==> src/rtl/hazard_fwd_ctrl_pkg.sv <==
// Shared types and constants for the pipeline hazard/forwarding controller.
// The scoreboard entry layout and FSM encoding are used by the top and the per-source matcher.
package hazard_fwd_ctrl_pkg;

    localparam int unsigned REG_IDX_W = 5;

    typedef enum logic [1:0] {
        StRun      = 2'd0,
        StLuStall  = 2'd1,
        StMemHold  = 2'd2,
        StRedirect = 2'd3
    } hz_state_e;

    typedef struct packed {
        logic                 valid;
        logic [REG_IDX_W-1:0] rd;
        logic                 wben;
        logic                 is_load;
    } sb_entry_t;

    // Width of a forwarding select: 0 = regfile, 1..depth = stage.
    function automatic int unsigned hz_selw(input int unsigned depth);
        return $clog2(depth + 1);
    endfunction

endpackage

==> src/rtl/hazard_fwd_ctrl_fwd_match.sv <==
// One EX source operand: priority match over the post-EX scoreboard stages and the data mux.
// The youngest (lowest stage index) eligible writer wins; otherwise the regfile value passes.
module hazard_fwd_ctrl_fwd_match
    import hazard_fwd_ctrl_pkg::*;
#(
    parameter int unsigned XLEN           = 64,
    parameter int unsigned FWD_DEPTH      = 3,
    parameter int unsigned LOAD_READY_STG = 2,
    parameter int unsigned SELW           = hz_selw(FWD_DEPTH)
) (
    input  logic [REG_IDX_W-1:0]      rs_idx_i,
    input  logic                      rs_used_i,
    input  sb_entry_t [FWD_DEPTH-1:0] sb_i,
    input  logic [FWD_DEPTH*XLEN-1:0] fwd_data_i,
    input  logic [XLEN-1:0]           rf_data_i,
    output logic [SELW-1:0]           sel_o,
    output logic [XLEN-1:0]           data_o
);

    logic found;

    // sb_i[k-1] holds stage k; a load is only usable once it reaches LOAD_READY_STG.
    always_comb begin
        sel_o  = '0;
        data_o = rf_data_i;
        found  = 1'b0;
        for (int unsigned k = 1; k <= FWD_DEPTH; k++) begin
            if (!found && rs_used_i && sb_i[k-1].valid && sb_i[k-1].wben &&
                (sb_i[k-1].rd != '0) && (sb_i[k-1].rd == rs_idx_i) &&
                !(sb_i[k-1].is_load && (k < LOAD_READY_STG))) begin
                found  = 1'b1;
                sel_o  = SELW'(k);
                data_o = fwd_data_i[(k-1)*XLEN +: XLEN];
            end
        end
    end

endmodule

==> src/rtl/hazard_fwd_ctrl.sv <==
// Hazard/forwarding controller for the in-order IF/ID/EX/LS/WB pipeline: tracks in-flight
// writers, forwards EX operands, interlocks load-use, flushes on redirect, freezes on mem busy.
module hazard_fwd_ctrl
    import hazard_fwd_ctrl_pkg::*;
#(
    parameter int unsigned XLEN           = 64,
    parameter int unsigned NUM_SRC        = 2,
    parameter int unsigned FWD_DEPTH      = 3,
    parameter int unsigned LOAD_READY_STG = 2,
    parameter int unsigned CNT_W          = 32,
    localparam int unsigned SELW          = hz_selw(FWD_DEPTH)
) (
    input  logic                           clk,
    input  logic                           rst,
    input  logic                           id_valid,
    input  logic [NUM_SRC*REG_IDX_W-1:0]   id_rs_idx,
    input  logic [NUM_SRC-1:0]             id_rs_used,
    input  logic [REG_IDX_W-1:0]           id_rd_idx,
    input  logic                           id_wben,
    input  logic                           id_is_load,
    input  logic                           ex_jump,
    input  logic                           mem_busy,
    input  logic [FWD_DEPTH*XLEN-1:0]      fwd_data_i,
    input  logic [NUM_SRC*XLEN-1:0]        ex_rs_rf_i,
    output logic [NUM_SRC*XLEN-1:0]        ex_src_o,
    output logic [NUM_SRC*SELW-1:0]        fwd_sel_o,
    output logic                           stall_pc_o,
    output logic                           stall_id_o,
    output logic                           bubble_ex_o,
    output logic                           flush_id_o,
    output logic                           freeze_o,
    output logic [CNT_W-1:0]               stall_cnt_o,
    output logic [CNT_W-1:0]               flush_cnt_o,
    output logic [1:0]                     state_o
);

    // sb_q[0] is the instruction in EX, sb_q[k] the one k stages past EX.
    sb_entry_t [FWD_DEPTH:0]        sb_q, sb_d;
    logic [NUM_SRC*REG_IDX_W-1:0]   ex_rs_idx_q, ex_rs_idx_d;
    logic [NUM_SRC-1:0]             ex_rs_used_q, ex_rs_used_d;
    logic [CNT_W-1:0]               stall_cnt_q, stall_cnt_d;
    logic [CNT_W-1:0]               flush_cnt_q, flush_cnt_d;
    hz_state_e                      state_q, state_d;
    logic                           load_use;

    // A load at stage j reaches j+1 next cycle; it must be at LOAD_READY_STG to forward.
    always_comb begin
        load_use = 1'b0;
        for (int unsigned j = 0; (j + 2 <= LOAD_READY_STG) && (j <= FWD_DEPTH); j++) begin
            for (int unsigned s = 0; s < NUM_SRC; s++) begin
                if (id_valid && id_rs_used[s] && sb_q[j].valid && sb_q[j].wben &&
                    sb_q[j].is_load && (sb_q[j].rd != '0) &&
                    (sb_q[j].rd == id_rs_idx[s*REG_IDX_W +: REG_IDX_W])) begin
                    load_use = 1'b1;
                end
            end
        end
    end

    always_comb begin
        sb_d         = sb_q;
        ex_rs_idx_d  = ex_rs_idx_q;
        ex_rs_used_d = ex_rs_used_q;
        stall_cnt_d  = stall_cnt_q;
        flush_cnt_d  = flush_cnt_q;
        state_d      = StRun;
        stall_pc_o   = 1'b0;
        stall_id_o   = 1'b0;
        bubble_ex_o  = 1'b0;
        flush_id_o   = 1'b0;
        freeze_o     = 1'b0;
        if (mem_busy) begin
            freeze_o = 1'b1;
            state_d  = StMemHold;
            if (stall_cnt_q != '1) begin
                stall_cnt_d = stall_cnt_q + CNT_W'(1);
            end
        end else begin
            for (int unsigned k = 1; k <= FWD_DEPTH; k++) begin
                sb_d[k] = sb_q[k-1];
            end
            sb_d[0]      = '0;
            ex_rs_idx_d  = '0;
            ex_rs_used_d = '0;
            if (ex_jump) begin
                flush_id_o  = 1'b1;
                bubble_ex_o = 1'b1;
                state_d     = StRedirect;
                if (flush_cnt_q != '1) begin
                    flush_cnt_d = flush_cnt_q + CNT_W'(1);
                end
            end else if (load_use) begin
                stall_pc_o  = 1'b1;
                stall_id_o  = 1'b1;
                bubble_ex_o = 1'b1;
                state_d     = StLuStall;
                if (stall_cnt_q != '1) begin
                    stall_cnt_d = stall_cnt_q + CNT_W'(1);
                end
            end else begin
                sb_d[0]      = '{valid: id_valid, rd: id_rd_idx, wben: id_wben,
                                 is_load: id_is_load};
                ex_rs_idx_d  = id_rs_idx;
                ex_rs_used_d = id_rs_used;
            end
        end
    end

    always_ff @(posedge clk or posedge rst) begin
        if (rst) begin
            sb_q         <= '0;
            ex_rs_idx_q  <= '0;
            ex_rs_used_q <= '0;
            stall_cnt_q  <= '0;
            flush_cnt_q  <= '0;
            state_q      <= StRun;
        end else begin
            sb_q         <= sb_d;
            ex_rs_idx_q  <= ex_rs_idx_d;
            ex_rs_used_q <= ex_rs_used_d;
            stall_cnt_q  <= stall_cnt_d;
            flush_cnt_q  <= flush_cnt_d;
            state_q      <= state_d;
        end
    end

    for (genvar s = 0; s < NUM_SRC; s++) begin : g_src
        hazard_fwd_ctrl_fwd_match #(
            .XLEN           (XLEN),
            .FWD_DEPTH      (FWD_DEPTH),
            .LOAD_READY_STG (LOAD_READY_STG),
            .SELW           (SELW)
        ) u_match (
            .rs_idx_i   (ex_rs_idx_q[s*REG_IDX_W +: REG_IDX_W]),
            .rs_used_i  (ex_rs_used_q[s]),
            .sb_i       (sb_q[FWD_DEPTH:1]),
            .fwd_data_i (fwd_data_i),
            .rf_data_i  (ex_rs_rf_i[s*XLEN +: XLEN]),
            .sel_o      (fwd_sel_o[s*SELW +: SELW]),
            .data_o     (ex_src_o[s*XLEN +: XLEN])
        );
    end

    assign stall_cnt_o = stall_cnt_q;
    assign flush_cnt_o = flush_cnt_q;
    assign state_o     = state_q;

endmodule
==> config.mk <==
export PLATFORM = sky130hd
export DESIGN_NAME = hazard_fwd_ctrl
export DESIGN_NICKNAME = d
export VERILOG_FILES = /design/src/rtl/hazard_fwd_ctrl_pkg.sv /design/src/rtl/hazard_fwd_ctrl_fwd_match.sv /design/src/rtl/hazard_fwd_ctrl.sv
export SDC_FILE = /design/constraint.sdc
export NUM_CORES = 1
export LEC_CHECK = 0
export BUFFER_PORTS_ARGS = -buffer_cell sky130_fd_sc_hd__buf_2
export CAP_MARGIN = 20
export CORE_AREA = 2 2 214 216
export CTS_CLUSTER_DIAMETER = 120
export DETAILED_ROUTE_END_ITERATION = 7
export DIE_AREA = 0 0 216 218
export GPL_ROUTABILITY_DRIVEN = 0
export GPL_TIMING_DRIVEN = 0
export HOLD_SLACK_MARGIN = 0.03
export PLACE_DENSITY = 0.45
export SLEW_MARGIN = 5
export SYNTH_ARGS = -nofsm -noshare
export SYNTH_HDL_FRONTEND = slang
export SYNTH_SLANG_ARGS = --single-unit
==> constraint.sdc <==
create_clock -name clk -period 3.44 [get_ports clk]
set_input_delay 0.516 -clock clk [delete_from_list [all_inputs] [get_ports clk]]
set_output_delay 0.516 -clock clk [all_outputs]
set_load 0.005 [all_outputs]
==> run_results.csv, run 1 <==
group,metric,value,unit
finish,final_core_util,0.290,
floorplan,design.core.area,44900,um^2
critical_path,worst_ep_required_time,2.92,ns
finish,fillCellCount,5030,
cts,clock_path_buffers,2,
global_route,antenna_found_initial,66,
global_route,grt_usage,0.227,
flow_run,drv_cap,0,
route,wl_per_cell,25.1,um
power,ir_drop,0.361,mV
global_route,grt_start_max_net_pins,69,
synth,postSynth.asyncResetShare,1.00,
timing,finalCritPeriodShare,0.978,
synth,yosys_warnings,0,
finish,area_delta_synth_final,49.3,%
timing,maxSlewViolCount,0,
global_route,grt_pass1_vias,10900,
route,dr.pass1.iters,5,
placement,hpwl,47100,um
critical_path,worstSetupStartpointType,"flip-flop",
global_route,grt_pass1_wl,78500,um
critical_path,end_kind,"primary output",
cts,cts.sinks,108,
timing,rsz0062_at_grt,"yes",
route,ant_nets,0,
route,wirelength,56900,um
worst_hold_path,hold_path_class,"in2async",
power,finalPower,0.00364,W
floorplan,io_pins,547,
route,avgViaCountPerCell,5.04,
placement,portBuffers,546,
cts,ctsHoldBuffers,0,
finish,final_layout_size_suffix_gt1_frac,0.430,
timing,tightest_slew,0.674,ns
critical_path,crit_start,"sb_q[11]",
timing,period_needed,3.36,ns
floorplan,rows,78,
placement,dp_slack,-0.331,ns
critical_path,rr_startpoint,"stall_cnt_o[0]",
floorplan,start_util,0.194,
synth,yosys-top-cells-count,"a21oi_1 (132), dfrtp_1 (108), nand2_1 (99)",
power,power.leakage,6.46,nW
critical_path,crit_type,"reg2out",
route,drt_iter0_markers,1051,
timing,hold_ws,0.169,ns
cts,cts_buffers,9,
synth,synth_edf_count,0,
critical_path,crit_fanout,6,
synth,synth_top_area_frac,0.310,
route,vias,11400,
floorplan,die_w,216,um
outcome,status,"complete, no violations",
timing,fmax,297,MHz
synth,postSynthAreaPerCell,8.25,um^2
floorplan,die_h,218,um
synth,synthesis.nets,1404,
synth,netlist_instances,1058,
timing,slew_headroom,0.551,
global_route,grt-ovfl-total,0,
synth,synth.distinct_cells,44,
cts,htree_levels,3,
timing,skew,0.0106,ns
finish,fin_nets,1977,
synth,ys_ff_latch,108,
synth,yosysSeqAreaShare,0.310,
floorplan,die_area,47100,um^2
timing,worst_slack,0.0764,ns
synth,yosysTopAreaCell,"dfrtp_1",
critical_path,cp.arrival,2.85,ns
timing,setup_viol,0,
cts,clockRootBuffer,"clkbuf_16",
synth,synth_area,8720,um^2
synth,ys.flop_type,"dfrtp_1",
timing,hold_viol,0,
synth,yosysMostFrequentCell,"a21oi_1",
cts,cts_tree,"done",
cts,clk_pin_slew,0.07,ns
cts,clock_latency,0.36,ns
route,drc,0,
synth,synth_area_leaders,"dfrtp_1 (31%), a21oi_1 (7.6%), mux2i_1 (7.5%)",
power,powerDensity,280,nW/um^2
[sequential cells by signal (all words and copies together), names as in the netlist]
register      cells
sb_q             30
state_o           2
ex_rs_used_q      2
flush_cnt_o      32
stall_cnt_o      32
ex_rs_idx_q      10
[cells in the final DEF, fill, tap and decap left out, drive strengths merged, types with 4 or more instances in the layout]
| cell type | Yosys | layout |
|---|---|---|
| or2 | 4 | 4 |
| and3 | 5 | 5 |
| nand4 | 26 | 26 |
| a21oi | 132 | 132 |
| mux2 | 26 | 26 |
| a21o | 64 | 64 |
| diode | 0 | 28 |
| mux2i | 65 | 65 |
| nand3 | 25 | 25 |
| or3 | 5 | 5 |
| xnor2 | 56 | 56 |
| and2 | 4 | 4 |
| nor4 | 7 | 7 |
| buf | 33 | 597 |
| clkbuf | 54 | 65 |
| nand2 | 99 | 99 |
| inv | 10 | 10 |
| xor2 | 44 | 44 |
| nor3 | 26 | 26 |
| dfrtp | 108 | 108 |
| and4 | 8 | 8 |
| a22o | 20 | 20 |
| o21ai | 66 | 66 |
| nor2 | 88 | 88 |
| o221ai | 64 | 64 |
[per-stage QoR]
stage	std cells	TNS (ns)	area, um^2
2_1_floorplan	1058	0	8720
3_3_place_gp	2204	-192.18	12200
3_5_place_dp	2206	-3.96	12300
4_1_cts	2229	0	12900
5_1_grt	2259	-0.0465	13000
6_report	2264	0	13000
[report_power, final]
group / switching (W) / total, W / internal (W) / leakage [nW]
clock: 0.000482 / 0.00107 / 0.000588 / 0.140
combinational: 0.000490 / 0.00101 / 0.000522 / 4.91
sequential: 0.000171 / 0.00156 / 0.00139 / 1.41
total: 0.00114 / 0.00364 / 0.00250 / 6.46
[worst max-delay path, cell delays in order, from the launching register on]
cell and delay (ns):
dfrtp_2 0.43, or4_4 0.55, o2111ai_4 0.25, or3_4 0.17
buf_6 0.12, nand3b_1 0.16, buf_6 0.20, buf_6 0.14
mux2_1 0.31, buf_2 0.16
[cell type report]
cell class / count / area [um^2] / share of cell area
well taps: 600 / 751 / 0.0576
flip-flops and latches: 108 / 2710 / 0.208
plain buffers: 86 / 593 / 0.0455
repair buffers: 563 / 2890 / 0.222
inverters: 10 / 42.5 / 0.00327
diodes: 28 / 70.1 / 0.00538
multi-input cells: 853 / 5670 / 0.435
clock buffers: 13 / 250 / 0.0192
clock inverters: 3 / 46.3 / 0.00355
[logic make-up (layout without fill, tap and decap cells)]
logic type | count (synthesis) | count (layout) | synth area share
compound gates | 355 | 355 | 0.263
simple gates | 305 | 305 | 0.166
flops | 108 | 108 | 0.310
xor+xnor | 100 | 100 | 0.100
buf+inv | 97 | 675 | 0.0499
mux | 91 | 91 | 0.108
fa+ha+maj | 2 | 2 | 0.00287
other cells | 0 | 28 | 0
[per-layer routing]
metal | wire, um | global-route usage
met5 | 215 | 0
met4 | 2270 | 0.0947
met3 | 5690 | 0.0727
met2 | 25800 | 0.359
met1 | 22900 | 0.285
[final timing paths]
path                                   endpoint  slack (ns)  cells past startpoint
worst max-delay path              ex_src_o[126]        0.08                      9
worst min-delay path            flush_cnt_o[21]        0.17                      2
worst max register to register  stall_cnt_o[18]        0.89                      9
worst min register to register  stall_cnt_o[10]        0.49                      1
max in group asynchronous       stall_cnt_o[15]        2.58                      3
min in group clk                        sb_q[2]        0.37                      2
[timing repair]
item / in CTS / in global routing
buffers inserted: 7 / 8
setup endpoints to repair: 131 / 75
pin swaps: 8 / 8
resized for setup: 96 / 29
Note: power is estimated with default switching activity, not from simulation.
==> inputs of run 2 (changes only) <==
--- a/config.mk
+++ b/config.mk
@@ -7,14 +7,17 @@
 export LEC_CHECK = 0
 export BUFFER_PORTS_ARGS = -buffer_cell sky130_fd_sc_hd__buf_2
 export CAP_MARGIN = 20
-export CORE_AREA = 2 2 214 216
+export CELL_PAD_IN_SITES_DETAIL_PLACEMENT = 1
+export CELL_PAD_IN_SITES_GLOBAL_PLACEMENT = 1
+export CORE_AREA = 2 2 212 214
 export CTS_CLUSTER_DIAMETER = 120
 export DETAILED_ROUTE_END_ITERATION = 7
-export DIE_AREA = 0 0 216 218
+export DIE_AREA = 0 0 214 216
 export GPL_ROUTABILITY_DRIVEN = 0
 export GPL_TIMING_DRIVEN = 0
 export HOLD_SLACK_MARGIN = 0.03
-export PLACE_DENSITY = 0.45
+export PLACE_DENSITY = 0.61
+export SETUP_SLACK_MARGIN = 0.2
 export SLEW_MARGIN = 5
 export SYNTH_ARGS = -nofsm -noshare
 export SYNTH_HDL_FRONTEND = slang
==> run_results.csv, run 2 (synthesis results as in run 1) <==
group,metric,value,unit
route,drt_iter0_markers,927,
timing,finalCritPeriodShare,0.954,
placement,dp.cells,2200,
placement,portBuffers,546,
timing,setup_viol,0,
critical_path,rr_startpoint,"stall_cnt_o[0]",
critical_path,crit_type,"reg2out",
placement,postPlaceCellArea,12300,um^2
route,drt-met1-wl,24700,um
route,wirelength,60400,um
critical_path,ff2ff_setup_slack,0.86,ns
global_route,grt-ovfl-total,0,
critical_path,crit_fanout,10,
global_route,grt_pass1_vias,11900,
finish,fin_cells,2305,
finish,final_layout_size_suffix_gt1_frac,0.530,
route,wl_per_cell,26.2,um
finish,final_cell_mix,"buf_2 (536), nand2_1 (98), dfrtp_1 (98), a21oi_1 (89)",
outcome,status,"complete, no violations",
finish,final_core_util,0.342,
critical_path,cp.arrival,2.76,ns
timing,rsz0062_at_grt,"yes",
placement,hpwl,47700,um
floorplan,design.core.area,43800,um^2
cts,clk_pin_slew,0.08,ns
route,route.met3.wl,4750,um
timing,hold_ws,0.188,ns
floorplan,die_w,214,um
route,dr.pass1.iters,5,
route,highest_layer,"met5",
finish,layout_commonest_cell,"buf_2",
floorplan,start_util,0.199,
cts,cts_tree,"done",
flow_run,drv_cap,0,
finish,design_area,15000,um^2
timing,slew_headroom,0.557,
power,powerDensity,254,nW/um^2
route,route.met2.wl,27800,um
route,avgViaCountPerCell,5.12,
route,ant_nets,0,
critical_path,r2r-end,"stall_cnt_o[10]",
global_route,grt_usage,0.241,
route,vias,11800,
power,power.leakage,7.18,nW
finish,fin_nets,2026,
cts,clockRootBuffer,"clkbuf_16",
timing,hold_viol,0,
timing,period_needed,3.28,ns
power,ir_drop,0.305,mV
cts,cts_buffers,9,
finish,area_delta_synth_final,71.9,%
floorplan,io_pins,547,
cts,clock_path_buffers,2,
floorplan,die_area,46200,um^2
power,finalPower,0.00380,W
critical_path,worst_ep_required_time,2.92,ns
worst_hold_path,hold_path_class,"in2async",
floorplan,rows,77,
critical_path,rr_worst_depth,9,
route,drc,0,
global_route,antenna_found_initial,59,
floorplan,die_h,216,um
critical_path,end_kind,"primary output",
timing,tightest_slew,0.664,ns
timing,skew,0.0160,ns
critical_path,worstSetupStartpointType,"flip-flop",
global_route,grt_start_max_net_pins,40,
timing,maxSlewViolCount,0,
global_route,grt_pass1_wl,83200,um
cts,htree_levels,3,
cts,cts.sinks,108,
cts,clock_latency,0.37,ns
timing,fmax,305,MHz
[run 2: stage by stage]
step / TNS (ns) / worst slack (ns)
final: 0 / 0.160
after global routing: 0 / 0.0683
after CTS: 0 / 0.165
after detailed placement: -7.33 / -0.230
after global placement: -26.90 / -0.634
after floorplan: 0 / 0.847
[run 2: final cells by class]
cell class | count | area [um^2]
sequential | 108 | 2720
clock buffer | 10 | 229
inverter | 10 | 41.3
multi-input combinational | 854 | 6390
tap | 592 | 741
timing repair buffer | 610 | 3680
antenna | 28 | 70.1
fill | 5288 | 28800
buffer | 87 | 1040
clock inverter | 6 | 78.8
[run 2: repair_timing]
item,4_1_cts,5_1_grt
hold buffers,0,0
endpoints found under the setup margin,132,125
gates cloned,7,13
resized for setup,260,220
pin swaps,16,34
buffers inserted,27,14
[run 2: worst max-delay path by stage]
stage / startpoint / end / slack (ns) / cells after the start
floorplan: sb_q[19] / ex_src_o[100] / 0.85 / 8
detailed placement: sb_q[11] / ex_src_o[83] / -0.23 / 9
CTS: sb_q[10] / ex_src_o[116] / 0.17 / 10
global route: sb_q[13] / ex_src_o[107] / 0.07 / 10
finish: sb_q[13] / ex_src_o[94] / 0.16 / 10
global placement: sb_q[10] / ex_src_o[83] / -0.63 / 7
[run 2: critical path, stage by stage, from the launching register on]
cell and delay, ns:
dfrtp_1 0.45, or4_4 0.55, o2111ai_4 0.24, or3_4 0.17
buf_6 0.10, buf_12 0.10, buf_12 0.13, buf_8 0.13
o221ai_1 0.13, a21oi_1 0.24, buf_2 0.16
[run 2: routing by layer]
| layer | vias up | GRT usage |
|---|---|---|
| met1 | 5844 | 0.305 |
| met2 | 636 | 0.379 |
| li1 | 5161 | - |
| met5 | - | 0 |
| met4 | 28 | 0.118 |
| met3 | 129 | 0.0629 |
[run 2: power by group]
group	internal (W)	total (W)	switching, W
Clock	0.000582	0.00110	0.000517
Sequential	0.00139	0.00156	0.000171
Combinational	0.000591	0.00115	0.000555
